`config.mk`:
```
export PLATFORM = sky130hd
export DESIGN_NAME = serial_pattern_gen_flat
export DESIGN_NICKNAME = d
export VERILOG_FILES = /design/src/rtl/serial_pattern_gen_if.sv /design/src/rtl/serial_pattern_gen.sv /design/src/flat_wrapper.sv
export SDC_FILE = /design/constraint.sdc
export NUM_CORES = 1
export LEC_CHECK = 0
export CAP_MARGIN = 5
export CORE_MARGIN = 2
export CORE_UTILIZATION = 32
export DETAILED_ROUTE_END_ITERATION = 6
export PLACE_DENSITY = 0.54
export SLEW_MARGIN = 5
export SYNTH_ARGS = -nofsm -noshare
export SYNTH_HDL_FRONTEND = slang
export SYNTH_SLANG_ARGS = --single-unit
```
`constraint.sdc`:
```
create_clock -name fclk -period 2.93 [get_ports fclk]
set_clock_uncertainty 0.1 [all_clocks]
set_input_delay 0.586 -clock fclk [delete_from_list [all_inputs] [get_ports fclk]]
set_output_delay 0.586 -clock fclk [all_outputs]
set_load 0.02 [all_outputs]
```
`src/rtl/serial_pattern_gen_if.sv`:
```
// Load channel for serial_pattern_gen: pattern word, bit order and valid/ready handshake.
interface serial_pattern_gen_if #(
    parameter int WIDTH = 8
);
    logic             load_valid;
    logic             load_ready;
    logic [WIDTH-1:0] load_data;
    logic             msb_first;

    modport master (
        output load_valid,
        output load_data,
        output msb_first,
        input  load_ready
    );

    modport slave (
        input  load_valid,
        input  load_data,
        input  msb_first,
        output load_ready
    );
endinterface

```
`src/rtl/serial_pattern_gen.sv`:
```
// Parallel-to-serial pattern source for the 10110 detector: shifts a loaded word out
// MSB- or LSB-first, DIV clocks per bit, optionally repeating it endlessly.
module serial_pattern_gen #(
    parameter int WIDTH = 8,
    parameter int DIV   = 1
) (
    input  logic                     fclk,
    input  logic                     rst_n,
    serial_pattern_gen_if.slave      load_if,
    input  logic                     repeat_en,
    output logic                     val,
    output logic                     bit_strobe,
    output logic [$clog2(WIDTH)-1:0] bit_index,
    output logic                     busy,
    output logic                     done
);
    localparam int IDX_W = $clog2(WIDTH);
    localparam int CNT_W = (DIV > 1) ? $clog2(DIV) : 1;
    localparam logic [IDX_W-1:0] IDX_LAST = IDX_W'(WIDTH - 1);
    localparam logic [CNT_W-1:0] DIV_LAST = CNT_W'(DIV - 1);

    typedef enum logic {
        ST_IDLE  = 1'b0,
        ST_SHIFT = 1'b1
    } state_t;

    state_t             state_reg,  state_next;
    logic [WIDTH-1:0]   shift_reg,  shift_next;
    logic [WIDTH-1:0]   saved_reg,  saved_next;
    logic [CNT_W-1:0]   div_reg,    div_next;
    logic [IDX_W-1:0]   index_reg,  index_next;
    logic               val_reg,    val_next;
    logic               strobe_reg, strobe_next;
    logic               done_reg,   done_next;

    // Words are stored already in transmit order so that the shifter only ever
    // moves left and the bit order is captured once, at acceptance.
    logic [WIDTH-1:0] data_rev;
    logic [WIDTH-1:0] data_ordered;

    genvar gi;
    generate
        for (gi = 0; gi < WIDTH; gi++) begin : g_rev
            assign data_rev[gi] = load_if.load_data[WIDTH-1-gi];
        end
    endgenerate

    assign data_ordered = load_if.msb_first ? load_if.load_data : data_rev;

    always_ff @(posedge fclk or negedge rst_n) begin
        if (!rst_n) begin
            state_reg  <= ST_IDLE;
            shift_reg  <= '0;
            saved_reg  <= '0;
            div_reg    <= '0;
            index_reg  <= '0;
            val_reg    <= 1'b0;
            strobe_reg <= 1'b0;
            done_reg   <= 1'b0;
        end else begin
            state_reg  <= state_next;
            shift_reg  <= shift_next;
            saved_reg  <= saved_next;
            div_reg    <= div_next;
            index_reg  <= index_next;
            val_reg    <= val_next;
            strobe_reg <= strobe_next;
            done_reg   <= done_next;
        end
    end

    always_comb begin
        state_next  = state_reg;
        shift_next  = shift_reg;
        saved_next  = saved_reg;
        div_next    = div_reg;
        index_next  = index_reg;
        val_next    = val_reg;
        strobe_next = 1'b0;
        done_next   = 1'b0;

        unique case (state_reg)
            ST_IDLE: begin
                val_next   = 1'b0;
                index_next = '0;
                div_next   = '0;
                if (load_if.load_valid) begin
                    state_next  = ST_SHIFT;
                    shift_next  = data_ordered;
                    saved_next  = data_ordered;
                    val_next    = data_ordered[WIDTH-1];
                    strobe_next = 1'b1;
                end
            end

            ST_SHIFT: begin
                if (div_reg != DIV_LAST) begin
                    div_next = div_reg + CNT_W'(1);
                end else if (index_reg != IDX_LAST) begin
                    div_next    = '0;
                    shift_next  = {shift_reg[WIDTH-2:0], 1'b0};
                    val_next    = shift_reg[WIDTH-2];
                    index_next  = index_reg + IDX_W'(1);
                    strobe_next = 1'b1;
                end else if (repeat_en) begin
                    // Seamless restart: bit 0 of the saved word follows the last bit directly.
                    div_next    = '0;
                    shift_next  = saved_reg;
                    val_next    = saved_reg[WIDTH-1];
                    index_next  = '0;
                    strobe_next = 1'b1;
                end else begin
                    state_next = ST_IDLE;
                    div_next   = '0;
                    val_next   = 1'b0;
                    index_next = '0;
                    done_next  = 1'b1;
                end
            end

            default: state_next = ST_IDLE;
        endcase
    end

    assign load_if.load_ready = (state_reg == ST_IDLE);
    assign busy               = (state_reg == ST_SHIFT);
    assign val                = val_reg;
    assign bit_strobe         = strobe_reg;
    assign bit_index          = index_reg;
    assign done               = done_reg;

endmodule

```
`src/flat_wrapper.sv`:
```
// flat-port wrapper written by rule: the top's interface ports become plain ports
module serial_pattern_gen_flat 
#(
    parameter int WIDTH = 8,
    parameter int DIV   = 1
)
  (fclk, rst_n, repeat_en, val, bit_strobe, bit_index, busy, done, load_if_load_valid, load_if_load_data, load_if_msb_first, load_if_load_ready);
  serial_pattern_gen_if #(.WIDTH(WIDTH)) load_if_i ();
  input  logic fclk;
  input  logic rst_n;
  input  logic repeat_en;
  output logic val;
  output logic bit_strobe;
  output logic [$clog2(WIDTH)-1:0] bit_index;
  output logic busy;
  output logic done;
  input wire logic [$bits(load_if_i.load_valid)-1:0] load_if_load_valid;
  input wire logic [$bits(load_if_i.load_data)-1:0] load_if_load_data;
  input wire logic [$bits(load_if_i.msb_first)-1:0] load_if_msb_first;
  output wire logic [$bits(load_if_i.load_ready)-1:0] load_if_load_ready;
  assign load_if_i.load_valid = load_if_load_valid;
  assign load_if_i.load_data = load_if_load_data;
  assign load_if_i.msb_first = load_if_msb_first;
  assign load_if_load_ready = load_if_i.load_ready;
  serial_pattern_gen #(.WIDTH(WIDTH), .DIV(DIV)) u_core (.fclk(fclk), .rst_n(rst_n), .load_if(load_if_i), .repeat_en(repeat_en), .val(val), .bit_strobe(bit_strobe), .bit_index(bit_index), .busy(busy), .done(done));
endmodule
```
==> results of run 1 <==
==> stage by stage <==
step           util, %  power, mW  setup slack, ps  cells
3_3_place_gp      40.7      0.962              743    144
3_5_place_dp      40.7      0.971              757    144
4_1_cts           41.5       1.11              637    148
6_report          41.5       1.09              664    148
2_1_floorplan        -      0.815             1110     84
5_1_grt           41.5       1.18              570    148
==> area by class of cell <==
class,count,area [sq um]
fill,314,1790
tap,44,55.1
sequential,21,526
timing repair buffer,21,208
clock buffer,4,26.3
inverter,6,22.5
multi-input combinational,52,430
==> kinds of logic after synthesis <==
logic type               synth area share, %
flip-flops                              51.5
adder cells (fa/ha/maj)                 3.68
buffers and inverters                   6.37
AND/OR/NAND/NOR                         6.86
AO/OA/AOI/OAI                           16.4
multiplexers                            15.2
==> cell usage after synthesis (all sizes together), types with 2 or more instances <==
cell type	instances	area share, %
ha	3	3.7
nor2	8	2.9
mux2i	8	7.8
a221o	6	5.9
mux2	5	7.4
buf	5	4.2
and2	2	1.2
inv	6	2.2
o21ai	4	2.3
nand2	2	0.74
a21o	7	5.1
dfrtp	21	51
==> worst min path at each step <==
stage	startpoint	endpoint	slack, ps	cells past startpoint
6_report	u_core.bit_index[0]	u_core.bit_index[0]	350	1
4_1_cts	u_core.bit_index[0]	u_core.bit_index[0]	360	1
3_5_place_dp	u_core.bit_index[0]	u_core.bit_index[0]	340	1
5_1_grt	u_core.bit_index[0]	u_core.bit_index[0]	390	1
2_1_floorplan	rst_n	u_core.bit_index[0]	190	0
3_3_place_gp	u_core.bit_index[0]	u_core.bit_index[0]	350	1
==> cells in the final DEF (no fill, tap or decap), types with 2 or more instances in the layout <==
master | Yosys | final
a21o_1 | 7 | 7
a221o_1 | 6 | 6
and2_1 | 2 | 2
clkbuf_4 | 0 | 3
clkdlybuf4s50_1 | 0 | 20
dfrtp_1 | 21 | 21
ha_1 | 3 | 3
inv_1 | 6 | 6
mux2_4 | 5 | 5
mux2i_1 | 8 | 8
nand2_1 | 2 | 2
nor2_1 | 8 | 8
o21ai_0 | 3 | 3
==> worst max-delay path, cell delays in order, from the launching register on <==
cell             delay, ps
dfrtp_1                490
inv_1                  170
clkdlybuf4s50_1        620
==> report_power, final <==
group	internal (mW)	switching [mW]
Clock	0.0530	0.0846
Combinational	0.262	0.216
Sequential	0.409	0.0698
Total	0.725	0.370
==> metal layers <==
metal  share of wire, %  wire, microns
met5                  0              0
met4                1.4             28
met3                3.8             74
met2                 49            967
met1                 46            896
==> results.yml, run 1 <==
critical_path:
  path_class: "flop to primary output"
  cp.arrival_ps: 1580
  reg2reg_depth: 4
  start_kind: "flop"
  crit_path_max_fanout: 9
  endpoint: "load_if_load_ready"
  r2r-end: "u_core.shift_reg[3]"
  worstSetupEndpointType: "primary output"
  crit_start: "u_core.busy"
  r2r-start: "u_core.bit_index[0]"
  r2r_slack_ps: 1060
  required_ps: 2240
global_routing:
  grt_start_max_net_pins: 22
  use_met1_pct: 15.4
  antenna_found_initial: 0
  gr-total-overflow: 0
  grt.total_usage_pct: 12.6
  met2_usage_pct: 21.1
  grt.busiest_layer: "met2"
  globalRouteMet3Util_pct: 3.84
  grt_pass1_vias: 726
  grt_first_pass_wirelength_microns: 3320
sta:
  worst_pin_slew_ps: 609
  setup-violations-final: 0
  period_needed_ps: 2270
  fmax_mhz: 441
  hold_viol: 0
  rsz0062_at_grt: "false"
  finalCritPeriodShare_pct: 77.3
  drv_slew: 0
  totalNegativeSetupSlack_ps: 0
  maxSlewHeadroom_pct: 59.4
  hold_ws_ps: 354
synthesis:
  syn_nets: 100
  synth_edf_count: 0
  ys.flop_type: "dfrtp_1"
  avgSynthCellArea_sq_um: 12.2
  syn_area_sq_mm: 0.00102
  yosys_warnings: 0
  synth.distinct_cells: 22
  synthArstFlopShare_pct: 100
  syn_inst: 84
  yosysSeqAreaShare_pct: 51.5
  ys_ff_latch: 21
floorplanning:
  die_w_microns: 60.5
  die_height_microns: 60.5
  core_area_sq_mm: 0.00305
  rows: 20
  initial_core_util_pct: 33.4
  die_area_sq_mm: 0.00366
  ios: 21
worst_hold_path:
  hp-class: "flop to flop"
routing:
  drt_iter0_markers: 32
  avgRoutedWirePerCell_microns: 13.3
  first_pass_iters: 4
  vias: 684
  avgViaCountPerCell: 4.62
  wirelength_microns: 1970
  ant_nets: 0
  drc_errors: 0
layout:
  largest_reg_flops: 8
  final_area_sq_mm: 0.00127
  drive_above_1_share_pct: 10.6
  final_nets: 121
  syn2layout_area_growth_pct: 24.1
  diodes: 0
placement:
  port_buffers: 20
  hpwl_microns: 1500
  place.gp.congestion: 0.767
  dpl-instance-area_sq_mm: 0.00124
job:
  drv_cap: 0
power_and_ir_drop:
  leakagePower_nw: 0.633
  worst_ir_drop_vdd_mv: 0.340
  p_per_area_mw_per_mm2: 864
outcome:
  status: "completed"
clocking:
  cts_setup_buffers: 0
  numCtsBuffers: 3
  clk_latency_ps: 300
  cts_tree: "done"
  holdBufCountCts: 0
  cts_resized: 0
  cts.sinks: 21
  ctsRootBufferMaster: "clkbuf_4"
  htree_levels: 1
  clk_pin_slew_worst_paths_ps: 110
  clockBufferDepth: 2
(Power assumes the default switching activity.)
==> run 2: changes to the inputs <==
==> constraint.sdc (replaced) <==
create_clock -name fclk -period 2.28 [get_ports fclk]
set_clock_uncertainty 0.1 [all_clocks]
set_input_delay 0.456 -clock fclk [delete_from_list [all_inputs] [get_ports fclk]]
set_output_delay 0.456 -clock fclk [all_outputs]
set_load 0.02 [all_outputs]
==> run 2 against run 1 <==
  * Count of clock-buffer cells in the layout did not move
  * Die area stayed put
  * Wire length increased by 1.9%
  * Flip-flop and latch count unchanged
  * Cell area increased by 1.2%
  * Via count increased by 3.7%
  * Critical path type unchanged
  * Total power grew 29%
  * Sequential power increased by 28%
  * Largest power group is now combinational cells
  * Sequential share of layout area shrank 0.49 points
  * Critical path depth unchanged
==> results.yml, run 2 (synthesized netlist as in run 1, its figures left out) <==
floorplanning:
  die_height_microns: 60.5
  die_area_sq_mm: 0.00366
  die_w_microns: 60.5
  core_area_sq_mm: 0.00305
  rows: 20
  ios: 21
  initial_core_util_pct: 33.4
critical_path:
  start_kind: "flop"
  r2r_slack_ps: 420
  required_ps: 1720
  r2r-start: "u_core.bit_index[0]"
  worstSetupEndpointType: "primary output"
  r2r-end: "u_core.shift_reg[2]"
  reg2reg_depth: 4
  path_class: "flop to primary output"
  cp.arrival_ps: 1590
  crit_path_max_fanout: 9
clocking:
  htree_levels: 1
  ctsRootBufferMaster: "clkbuf_4"
  numCtsBuffers: 3
  holdBufCountCts: 0
  clockBufferDepth: 2
  clk_latency_ps: 300
  cts_resized: 0
  cts_tree: "done"
  cts_setup_buffers: 0
  clk_pin_slew_worst_paths_ps: 100
  cts.sinks: 21
global_routing:
  grt.total_usage_pct: 12.5
  grt_first_pass_wirelength_microns: 3330
  grt_start_max_net_pins: 22
  antenna_found_initial: 0
  grt_pass1_vias: 725
  gr-total-overflow: 0
layout:
  diodes: 0
  largest_reg_flops: 8
  layout_common_cells: "dfrtp_1 (21), clkdlybuf4s50_1 (20), nor2_1 (8), mux2i_1 (8), a21o_1 (7)"
  final_nets: 123
  drive_above_1_share_pct: 12.3
  final_common_cell: "dfrtp_1"
  syn2layout_area_growth_pct: 25.6
  seq_area_sq_um: 526
  fillers: 298
  multi_input_area_sq_um: 430
routing:
  avgRoutedWirePerCell_microns: 13.4
  first_pass_iters: 4
  ant_nets: 0
  drt_iter0_markers: 13
  drc_errors: 0
  wirelength_microns: 2000
  vias: 709
  avgViaCountPerCell: 4.73
power_and_ir_drop:
  p_per_area_mw_per_mm2: 1100
  worst_ir_drop_vdd_mv: 0.431
  leakagePower_nw: 0.642
  power_mw: 1.41
sta:
  hold_ws_ps: 362
  totalNegativeSetupSlack_ps: 0
  setup-violations-final: 0
  maxSlewHeadroom_pct: 63.8
  worst_pin_slew_ps: 543
  drv_slew: 0
  hold_viol: 0
  finalCritPeriodShare_pct: 94.2
  period_needed_ps: 2150
  rsz0062_at_grt: "false"
  fmax_mhz: 466
placement:
  hpwl_microns: 1490
  port_buffers: 20
  place.gp.congestion: 0.709
worst_hold_path:
  holdPathEnd: "u_core.bit_index[0]"
  hp-class: "flop to flop"
  hold_start: "u_core.bit_index[0]"
  whs_path_depth: 1
outcome:
  status: "completed"
job:
  drv_cap: 0
## run 2: changes by cell type in the layout (fill, tap and decap cells not counted)
cell   before  now
buf_4       1    3
## run 2: how the worst max path moves through the flow
stage | from | to | slack (ps) | cells past startpoint
floorplan | u_core.bit_index[0] | u_core.shift_reg[2] | 460 | 5
global placement | load_if_msb_first | u_core.shift_reg[2] | 330 | 5
detailed placement | load_if_load_valid | u_core.shift_reg[2] | 320 | 4
CTS | u_core.busy | load_if_load_ready | 110 | 2
global route | u_core.busy | load_if_load_ready | 40 | 2
finish | u_core.busy | load_if_load_ready | 130 | 2
## run 2: metrics by stage
step	util, %	setup slack, ps	area [sq um]	std cells
2_1_floorplan	-	461	1020	84
3_3_place_gp	41.1	335	1260	146
3_5_place_dp	41.1	316	1260	146
4_1_cts	42.0	108	1280	150
5_1_grt	42.0	37.0	1280	150
6_report	42.0	132	1280	150
## run 2: per-layer routing
metal / up-vias / wire length, microns / GRT usage, %
met2: 10 / 975 / 21.1
met1: 352 / 940 / 15.4
met5: - / 0 / 0
met4: 0 / 29 / 3.73
met3: 2 / 57 / 3.84
li1: 345 / - / -
## run 2: layout make-up
type | count | share of cell area (%)
repair buffers | 23 | 17.4
clock buffers | 4 | 2.05
inverters | 6 | 1.76
well taps | 44 | 4.29
flip-flops and latches | 21 | 41.0
multi-input cells | 52 | 33.6
## run 2: worst max-delay path, stage by stage, from the launching register on
cell and delay [ps]:
dfrtp_1 480, inv_1 190, clkdlybuf4s50_1 630
## run 2: report_power, final
group | internal [mW] | leakage [nW] | switching (mW)
Clock | 0.0681 | 0.0150 | 0.106
Sequential | 0.526 | 0.265 | 0.0880
Combinational | 0.341 | 0.363 | 0.280
Total | 0.935 | 0.642 | 0.475
